<file path="src/rtl/heat_sweep_ctrl.sv">
// Sweep controller: strobes a bank of column solvers, waits for every column to finish a
// step, then streams one heat-index pixel per column with a valid/ready handshake.
module heat_sweep_ctrl #(
  parameter int NCOLS    = 16,
  parameter int ROW_BITS = 7
) (
  input  logic                  clk,
  input  logic                  reset,
  input  logic                  run,
  input  logic [ROW_BITS:0]     height,
  input  logic [NCOLS-1:0]      col_flag,
  input  logic [32*NCOLS-1:0]   col_node,
  output logic                  start,
  output logic                  pix_valid,
  input  logic                  pix_ready,
  output logic [7:0]            pix_x,
  output logic [ROW_BITS:0]     pix_y,
  output logic [7:0]            pix_color,
  output logic                  frame_done,
  output logic [15:0]           iter_count,
  output logic [2:0]            fsm_state
);

  localparam int              CW      = (NCOLS > 1) ? $clog2(NCOLS) : 1;
  localparam logic [7:0]      LAST    = 8'(NCOLS - 1);
  localparam logic [ROW_BITS:0] ROW_ONE = (ROW_BITS + 1)'(1);

  typedef enum logic [2:0] {
    IDLE      = 3'd0,
    STROBE    = 3'd1,
    SETTLE    = 3'd2,
    WAIT_DONE = 3'd3,
    CAPTURE   = 3'd4,
    STREAM    = 3'd5,
    ADVANCE   = 3'd6
  } state_t;

  state_t                  state;
  logic [ROW_BITS:0]       top_row;
  logic [ROW_BITS:0]       row_cnt;
  logic [7:0]              c;
  logic                    settle_cnt;
  logic [NCOLS-1:0][31:0]  snapshot;
  logic [7:0]              c_next;
  logic [31:0]             next_word;

  // Node value is s4.27; >>>23 leaves 1/16 steps, so +-8.0 spans the full 8-bit index.
  function automatic logic [7:0] heat(input logic [31:0] w);
    logic signed [31:0] s;
    s = $signed(w) >>> 23;
    if (s > 32'sd127)       heat = 8'hFF;
    else if (s < -32'sd128) heat = 8'h00;
    else                    heat = {~s[7], s[6:0]};
  endfunction

  assign c_next    = c + 8'd1;
  assign next_word = snapshot[c_next[CW-1:0]];
  assign pix_x     = c;
  assign fsm_state = state;

  // Handshake: a pixel transfers on any rising edge where pix_valid && pix_ready; while
  // pix_valid is high and pix_ready low, pix_x/pix_y/pix_color hold their values.
  always_ff @(posedge clk or posedge reset) begin
    if (reset) begin
      state      <= IDLE;
      top_row    <= '0;
      row_cnt    <= '0;
      c          <= '0;
      settle_cnt <= 1'b0;
      snapshot   <= '0;
      start      <= 1'b0;
      pix_valid  <= 1'b0;
      pix_y      <= '0;
      pix_color  <= '0;
      frame_done <= 1'b0;
      iter_count <= '0;
    end else begin
      start      <= 1'b0;
      frame_done <= 1'b0;
      case (state)
        IDLE: begin
          top_row <= height;
          if (run) state <= STROBE;
        end
        // The registered strobe becomes visible one cycle later, during the first SETTLE cycle.
        STROBE: begin
          start      <= 1'b1;
          settle_cnt <= 1'b0;
          state      <= SETTLE;
        end
        SETTLE: begin
          if (settle_cnt) state <= WAIT_DONE;
          else            settle_cnt <= 1'b1;
        end
        WAIT_DONE: begin
          if (&col_flag) state <= CAPTURE;
        end
        CAPTURE: begin
          snapshot  <= col_node;
          c         <= '0;
          pix_y     <= row_cnt;
          pix_color <= heat(col_node[31:0]);
          pix_valid <= 1'b1;
          state     <= STREAM;
        end
        STREAM: begin
          if (pix_ready) begin
            if (c == LAST) begin
              pix_valid  <= 1'b0;
              frame_done <= (row_cnt == top_row);
              state      <= ADVANCE;
            end else begin
              c         <= c_next;
              pix_color <= heat(next_word);
            end
          end
        end
        ADVANCE: begin
          if (row_cnt == top_row) begin
            row_cnt    <= '0;
            iter_count <= iter_count + 16'd1;
          end else begin
            row_cnt <= row_cnt + ROW_ONE;
          end
          state <= run ? STROBE : IDLE;
        end
        default: state <= IDLE;
      endcase
    end
  end

endmodule

</file>
<file path="config.mk">
export PLATFORM = sky130hd
export DESIGN_NAME = heat_sweep_ctrl
export DESIGN_NICKNAME = d
export VERILOG_FILES = /design/src/rtl/heat_sweep_ctrl.sv
export SDC_FILE = /design/constraint.sdc
export NUM_CORES = 1
export LEC_CHECK = 0
export CAP_MARGIN = 30
export CORE_AREA = 5 5 226 228
export DETAILED_ROUTE_END_ITERATION = 16
export DIE_AREA = 0 0 231 233
export HOLD_SLACK_MARGIN = 0.03
export SYNTH_ARGS = -nofsm -noshare
export SYNTH_HDL_FRONTEND = slang
export SYNTH_SLANG_ARGS = --single-unit
</file>
<file path="constraint.sdc">
create_clock -name clk -period 8.6 [get_ports clk]
set_clock_uncertainty 0.2 [all_clocks]
set_input_delay 0.86 -clock clk [delete_from_list [all_inputs] [get_ports clk]]
set_output_delay 0.86 -clock clk [all_outputs]
set_load 0.02 [all_outputs]
</file>
; ---- Word level (Yosys, flattened, before mapping)
; Index checks and enable logic that the tools add are counted.
[totals]
reg_bits = 575
input_bits = 540
output_inout_bits = 46
word_cells = 87
[classes]
add_sub_neg = 3
n_lt_le_gt_ge = 5
n_eq_ne = 14
n_mux = 28
n_bitwise = 2
n_reduce_logical = 8
[ops]
columns = operator, n
row1 = binary-select mux 32 bit (select 4 bit), 1
row2 = 2-to-1 mux 8 bit, 9
row3 = 2-to-1 mux 32 bit, 1
row4 = case mux 8 bit (2 select lines), 2
row5 = case mux 3 bit (7 select lines), 1
row6 = "greater-than comparator 9 x 8 -> 1 bit, second input constant", 2
row7 = "< comparator 9 x 8 -> 1 bit, second input constant", 2
row8 = "adder 16 x 1 -> 16 bit, second input constant", 1
row9 = "adder 8 x 1 -> 8 bit, second input constant", 2
row10 = AND reduction 16 bit, 1
row11 = 2-to-1 mux 3 bit, 5
row12 = "inequality test 2 bit, second input constant", 6
row13 = "equality test 3 bit, second input constant", 3
row14 = "equality test 8 x 4 -> 1 bit, second input constant", 1
row15 = equality test 8 bit, 1
row16 = 2-to-1 mux 1 bit, 7
row17 = "equality test 3 x 2 -> 1 bit, second input constant", 2
row18 = AND reduction 3 bit, 2
row19 = "< comparator 4 x 5 -> 1 bit, second input constant", 1
row20 = AND reduction 5 bit, 1
row21 = case mux 1 bit (2 select lines), 2
row22 = nonzero test 2 bit, 2
row23 = "equality test 3 x 1 -> 1 bit, second input constant", 1
row24 = zero test 3 bit, 1
row25 = 2 further kinds, 3

; ---- Longest topological paths before layout
[logic_depth]
depth_word = 9
ltp_mapped = 9
mapped_depth_nobuf = 7

; ---- Least setup slack after synthesis
; No wires, ideal clock.
[synth_path]
path_kind = register -> register
from = reg c[0], in the netlist pix_x[0]
to = reg pix_color[2]
setup_ns = 0.121
arrival_ns = 2.268
t_required_ns = 8.279
setup_slack_ns = 6.011
path_stages_with_launch = 10
n_path_buf = 2
period_less_slack_ns = 2.589
path_cell_list = dfrtp_1 -> ha_1 -> buf_2 -> buf_2 -> mux4_2 -> mux2i_1 -> mux2i_1 -> a21oi_2 -> o21ai_1 -> a22o_1
[synth_between]
elab_chain_cells = 9
word_cells_on_any_way = 13
classes_between = add/sub: 1 / order compare: 2 / eq/ne: 2 / mux: 7 / reduce/logical: 1
[synth_lines]
columns = item, line_no
row1 = start: declaration, 41  ; logic [7:0] c;
row2 = start signal: assignment, 113  ; c <= c_next;
row3 = adder 8 x 1 -> 8 bit, 56  ; assign c_next = c + 8'd1;
row4 = binary-select mux 32 bit (select 4 bit), 57  ; assign next_word = snapshot[c_next[CW-1:0]];
row5 = 2-to-1 mux 32 bit (not written as such), 57
row6 = < comparator 9 x 8 -> 1 bit, 52  ; else if (s < -32'sd128) heat = 8'h00;
row7 = 2-to-1 mux 8 bit, 52
row8 = 2-to-1 mux 8 bit, 51  ; if (s > 32'sd127) heat = 8'hFF;
row9 = 2-to-1 mux 8 bit, 108  ; if (c == LAST) begin
row10 = 2-to-1 mux 8 bit, 107  ; if (pix_ready) begin
row11 = case mux 8 bit (2 select lines), 80  ; case (state)
row12 = end signal: assignment, 102  ; pix_color <= heat(col_node[31:0]);
row13 = end signal: assignment, 114  ; pix_color <= heat(next_word);
row14 = end: declaration, 18  ; output logic [7:0] pix_color,
; Parallel ways exist; a longest one is shown, timed or not. The select of a mux whose other input is x is not followed.
; A chain may end at the register's enable or synchronous reset.

; ---- Final worst setup path
[layout_path]
from = reg c[0], in the netlist pix_x[0]
to = reg pix_color[3]
; Same word-level chain as after synthesis.

==> results_dict.tcl <==
set metrics [dict create \
    cts_num_sinks 207 \
    leakagePower_nw 5.29 \
    finalHoldViolCount 0 \
    dp.cells 1538 \
    crit_type "flip-flop to flip-flop" \
    yosysTopAreaCellShare_pct 54.4 \
    portBuffers 217 \
    synth_ff_type "dfrtp_1" \
    ctsHtreeMaxLevel 1 \
    cts_setup_buffers 0 \
    hold_depth 1 \
    synthMuxAreaShare_pct 25.9 \
    crit_buf_inv 1 \
    cap_violations 0 \
    fin_crit_sh_pct 39.0 \
    seq_power_share_pct 39.4 \
    timing.rr.start "pix_x[0]" \
    fin_tns_setup_ps 0 \
    path_max_fanout 31 \
    reg2reg_depth 7 \
    critPathTopFamily "XOR/XNOR gates" \
    fin_area_mm2 0.0132 \
    synth_cell_type_count 49 \
    grt_pass1_wl_mm 44.9 \
    drv_slew 0 \
    viasPerCell 4.20 \
    synth_edf_count 0 \
    ys_seq_area_share_pct 54.4 \
    synth_xor_area_share_pct 3.43 \
    place_congestion 0.811 \
    synth_top_family_by_area "multiplexers" \
    synth_area_leaders "dfrtp_1 54%, mux2_2 19%, mux4_2 5.2%, nand2_1 3.2%, xnor2_1 1.9%" \
    postSynthRegisterBits 207 \
    dp_hpwl_mm 21.6 \
    synthCells 734 \
    grtUsageTotal_pct 10.9 \
    cts_root_buf "clkbuf_16" \
    syn_area_per_cell_um2 13.0 \
    whs_ps 281 \
    cts_tree "built" \
    yosysTopAreaCell "dfrtp_1" \
    cp.required_ps 8820 \
    slowest_stage "xor2_2" \
    async_reset_ff_share_pct 100 \
    coreArea_mm2 0.0486 \
    period_minus_slack_ps 3350 \
    die_area_mm2 0.0538 \
    final_layout_size_suffix_gt1_share_pct 25.4 \
    crit_arrival_ps 3570 \
    p_sw_mw 1.31 \
    clockPowerShare_pct 25.8 \
    final_nets 1487 \
    dieWidth_um 231 \
    hold_class "flip-flop to flip-flop" \
    layout.cells.non_filler 1587 \
    p_sw_share_pct 31.9 \
    pwr-share-comb_pct 34.8 \
    area_delta_synth_final_pct 38.5 \
    ys_warn_count 0 \
    vias 6661 \
    wire_per_inst_um 18.8 \
    synth_compound_area_share_pct 5.04 \
    maxSlewHeadroom_pct 33.6 \
    clockBufferDepth 3 \
    r2r_setup_slack_ps 5250 \
    yosys.area_share.simple_pct 8.40 \
    max_stage_delay_ps 820 \
    fill_cells 5068 \
    grt_antenna_before_repair 14 \
    grt_pass1_vias 7191 \
    startpoint_type "flip-flop" \
    worst_pin_slew_ps 995 \
    synthAdderAreaFrac_pct 0.604 \
    rsz0062_at_grt "no" \
    peakVddDrop_mv 0.143 \
    synth_nets 1277 \
    ctsHoldBuffers 0 \
    end_kind "flip-flop" \
    drtIter0Drc 340 \
    drt_pass1_iterations 4 \
    die_y_um 233 \
    p_per_area_mw_per_mm2 311 \
    rr_endpoint "pix_color[3]" \
    run_status "finished, final reports clean" \
    row_count 81 \
    overflow 0 \
    io_pins 586 \
    setup_viol_count_final 0 \
    ctsResizeCount 0 \
    grt_max_degree 161 \
    clkLatencyLatePin_ps 540 \
    wl_mm 29.9 \
    crit_chain "buf_4, nand3_1, xor2_2, mux2_4, a21oi_2, o21ai_1, a22o_1" \
    intPower_mw 2.80 \
    path_clk_slew_ps 60 \
    hold_start "iter_count[15]" \
    cts_buffers 25 \
    route.detailed.drc 0 \
    place_area_mm2 0.0124 \
    start_util_pct 19.6 \
    min_to "iter_count[15]" \
    syn_area_mm2 0.00953 \
    max_freq_mhz 299 \
    ant_nets 0 \
]
[registers in the layout (all words and copies together) (netlist names)]
name / cells
frame_done: 1
fsm_state: 3
iter_count: 16
pix_color: 8
pix_valid: 1
pix_x: 8
pix_y: 8
row_cnt: 8
settle_cnt: 1
snapshot: 144
start: 1
top_row: 8
[metal layers]
metal	up-vias	global-route usage (%)	share of wire, %
met1	3287	13.5	42
met4	20	3.08	3.4
li1	3095	-	-
met5	-	0	0.46
met2	193	16.9	44
met3	66	5.23	9.4
[power groups by stage]
stage | registers (mW) | logic, mW | clock network (mW)
CTS | 1.62 | 1.46 | 1.10
floorplan | 1.60 | 0.966 | 0
finish | 1.62 | 1.43 | 1.06
global placement | 1.62 | 1.43 | 0
global route | 1.67 | 1.56 | 1.14
detailed placement | 1.64 | 1.45 | 0
[how the worst max path moves through the flow]
stage	endpoint	cells after the start	start
6_report	pix_color[3]	7	pix_x[0]
5_1_grt	pix_color[3]	7	pix_x[0]
4_1_cts	pix_color[3]	7	pix_x[0]
3_5_place_dp	pix_color[3]	7	pix_x[0]
3_3_place_gp	pix_color[3]	7	pix_x[0]
2_1_floorplan	frame_done	1	reset
[placed cells by master (no fill, tap or decap), types with 3 or more instances in the layout]
| master | n |
|---|---|
| clkdlybuf4s50_1 | 217 |
| dfrtp_1 | 206 |
| mux2_2 | 161 |
| nand2_1 | 82 |
| nand3_1 | 25 |
| clkbuf_16 | 25 |
| mux4_2 | 22 |
| xnor2_1 | 21 |
| o21ai_0 | 18 |
| nor2_1 | 17 |
| a21oi_1 | 17 |
| mux2i_1 | 14 |
| nand4_1 | 10 |
| xor2_1 | 9 |
| nor3_1 | 9 |
| and3_1 | 7 |
| a32oi_1 | 7 |
| a41oi_1 | 7 |
| buf_4 | 6 |
| o21bai_1 | 5 |
| o21ai_1 | 5 |
| a22o_1 | 5 |
| clkinv_2 | 5 |
| inv_6 | 4 |
| clkbuf_1 | 4 |
| diode_2 | 3 |
| nor4_1 | 3 |
| inv_1 | 3 |
| and2_1 | 3 |
| nor2b_1 | 3 |
| clkbuf_8 | 3 |
[cell usage after synthesis (all sizes together) (13+ instances only)]
| master | count |
|---|---|
| a21oi | 18 |
| buf | 29 |
| clkbuf | 13 |
| dfrtp | 207 |
| mux2 | 162 |
| mux2i | 14 |
| mux4 | 22 |
| nand2 | 82 |
| nand3 | 25 |
| nor2 | 19 |
| o21ai | 23 |
| xnor2 | 22 |
[stage by stage]
step	power [mW]	util (%)	setup WS, ps
finish	4.11	27.1	5250
global route	4.38	27.1	5050
CTS	4.18	27.1	5180
detailed placement	3.09	25.4	5190
global placement	3.04	25.4	5240
floorplan	2.57	-	1890
[worst reg2reg max path, stage by stage (launching register included)]
cell and delay (ps):
dfrtp_2 360, buf_4 540, nand3_1 240, xor2_2 820, mux2_4 400, a21oi_2 330
o21ai_1 130, a22o_1 220
[logic make-up after synthesis]
kind of cell    after synthesis
compound gates               74
flops                       207
simple gates                171
fa+ha+maj                     5
xor+xnor                     33
buf+inv                      46
mux                         198
[area by class of cell]
class | count | area (um^2) | share of cell area [%]
inverters | 4 | 22.5 | 0.171
flip-flops and latches | 207 | 5180 | 39.3
clock buffers | 32 | 682 | 5.17
diodes | 3 | 7.51 | 0.0569
multi-input cells | 481 | 4150 | 31.4
clock inverters | 13 | 140 | 1.06
well taps | 622 | 778 | 5.90
repair buffers | 225 | 2240 | 17.0
Note: power is estimated with default switching activity, not from simulation.
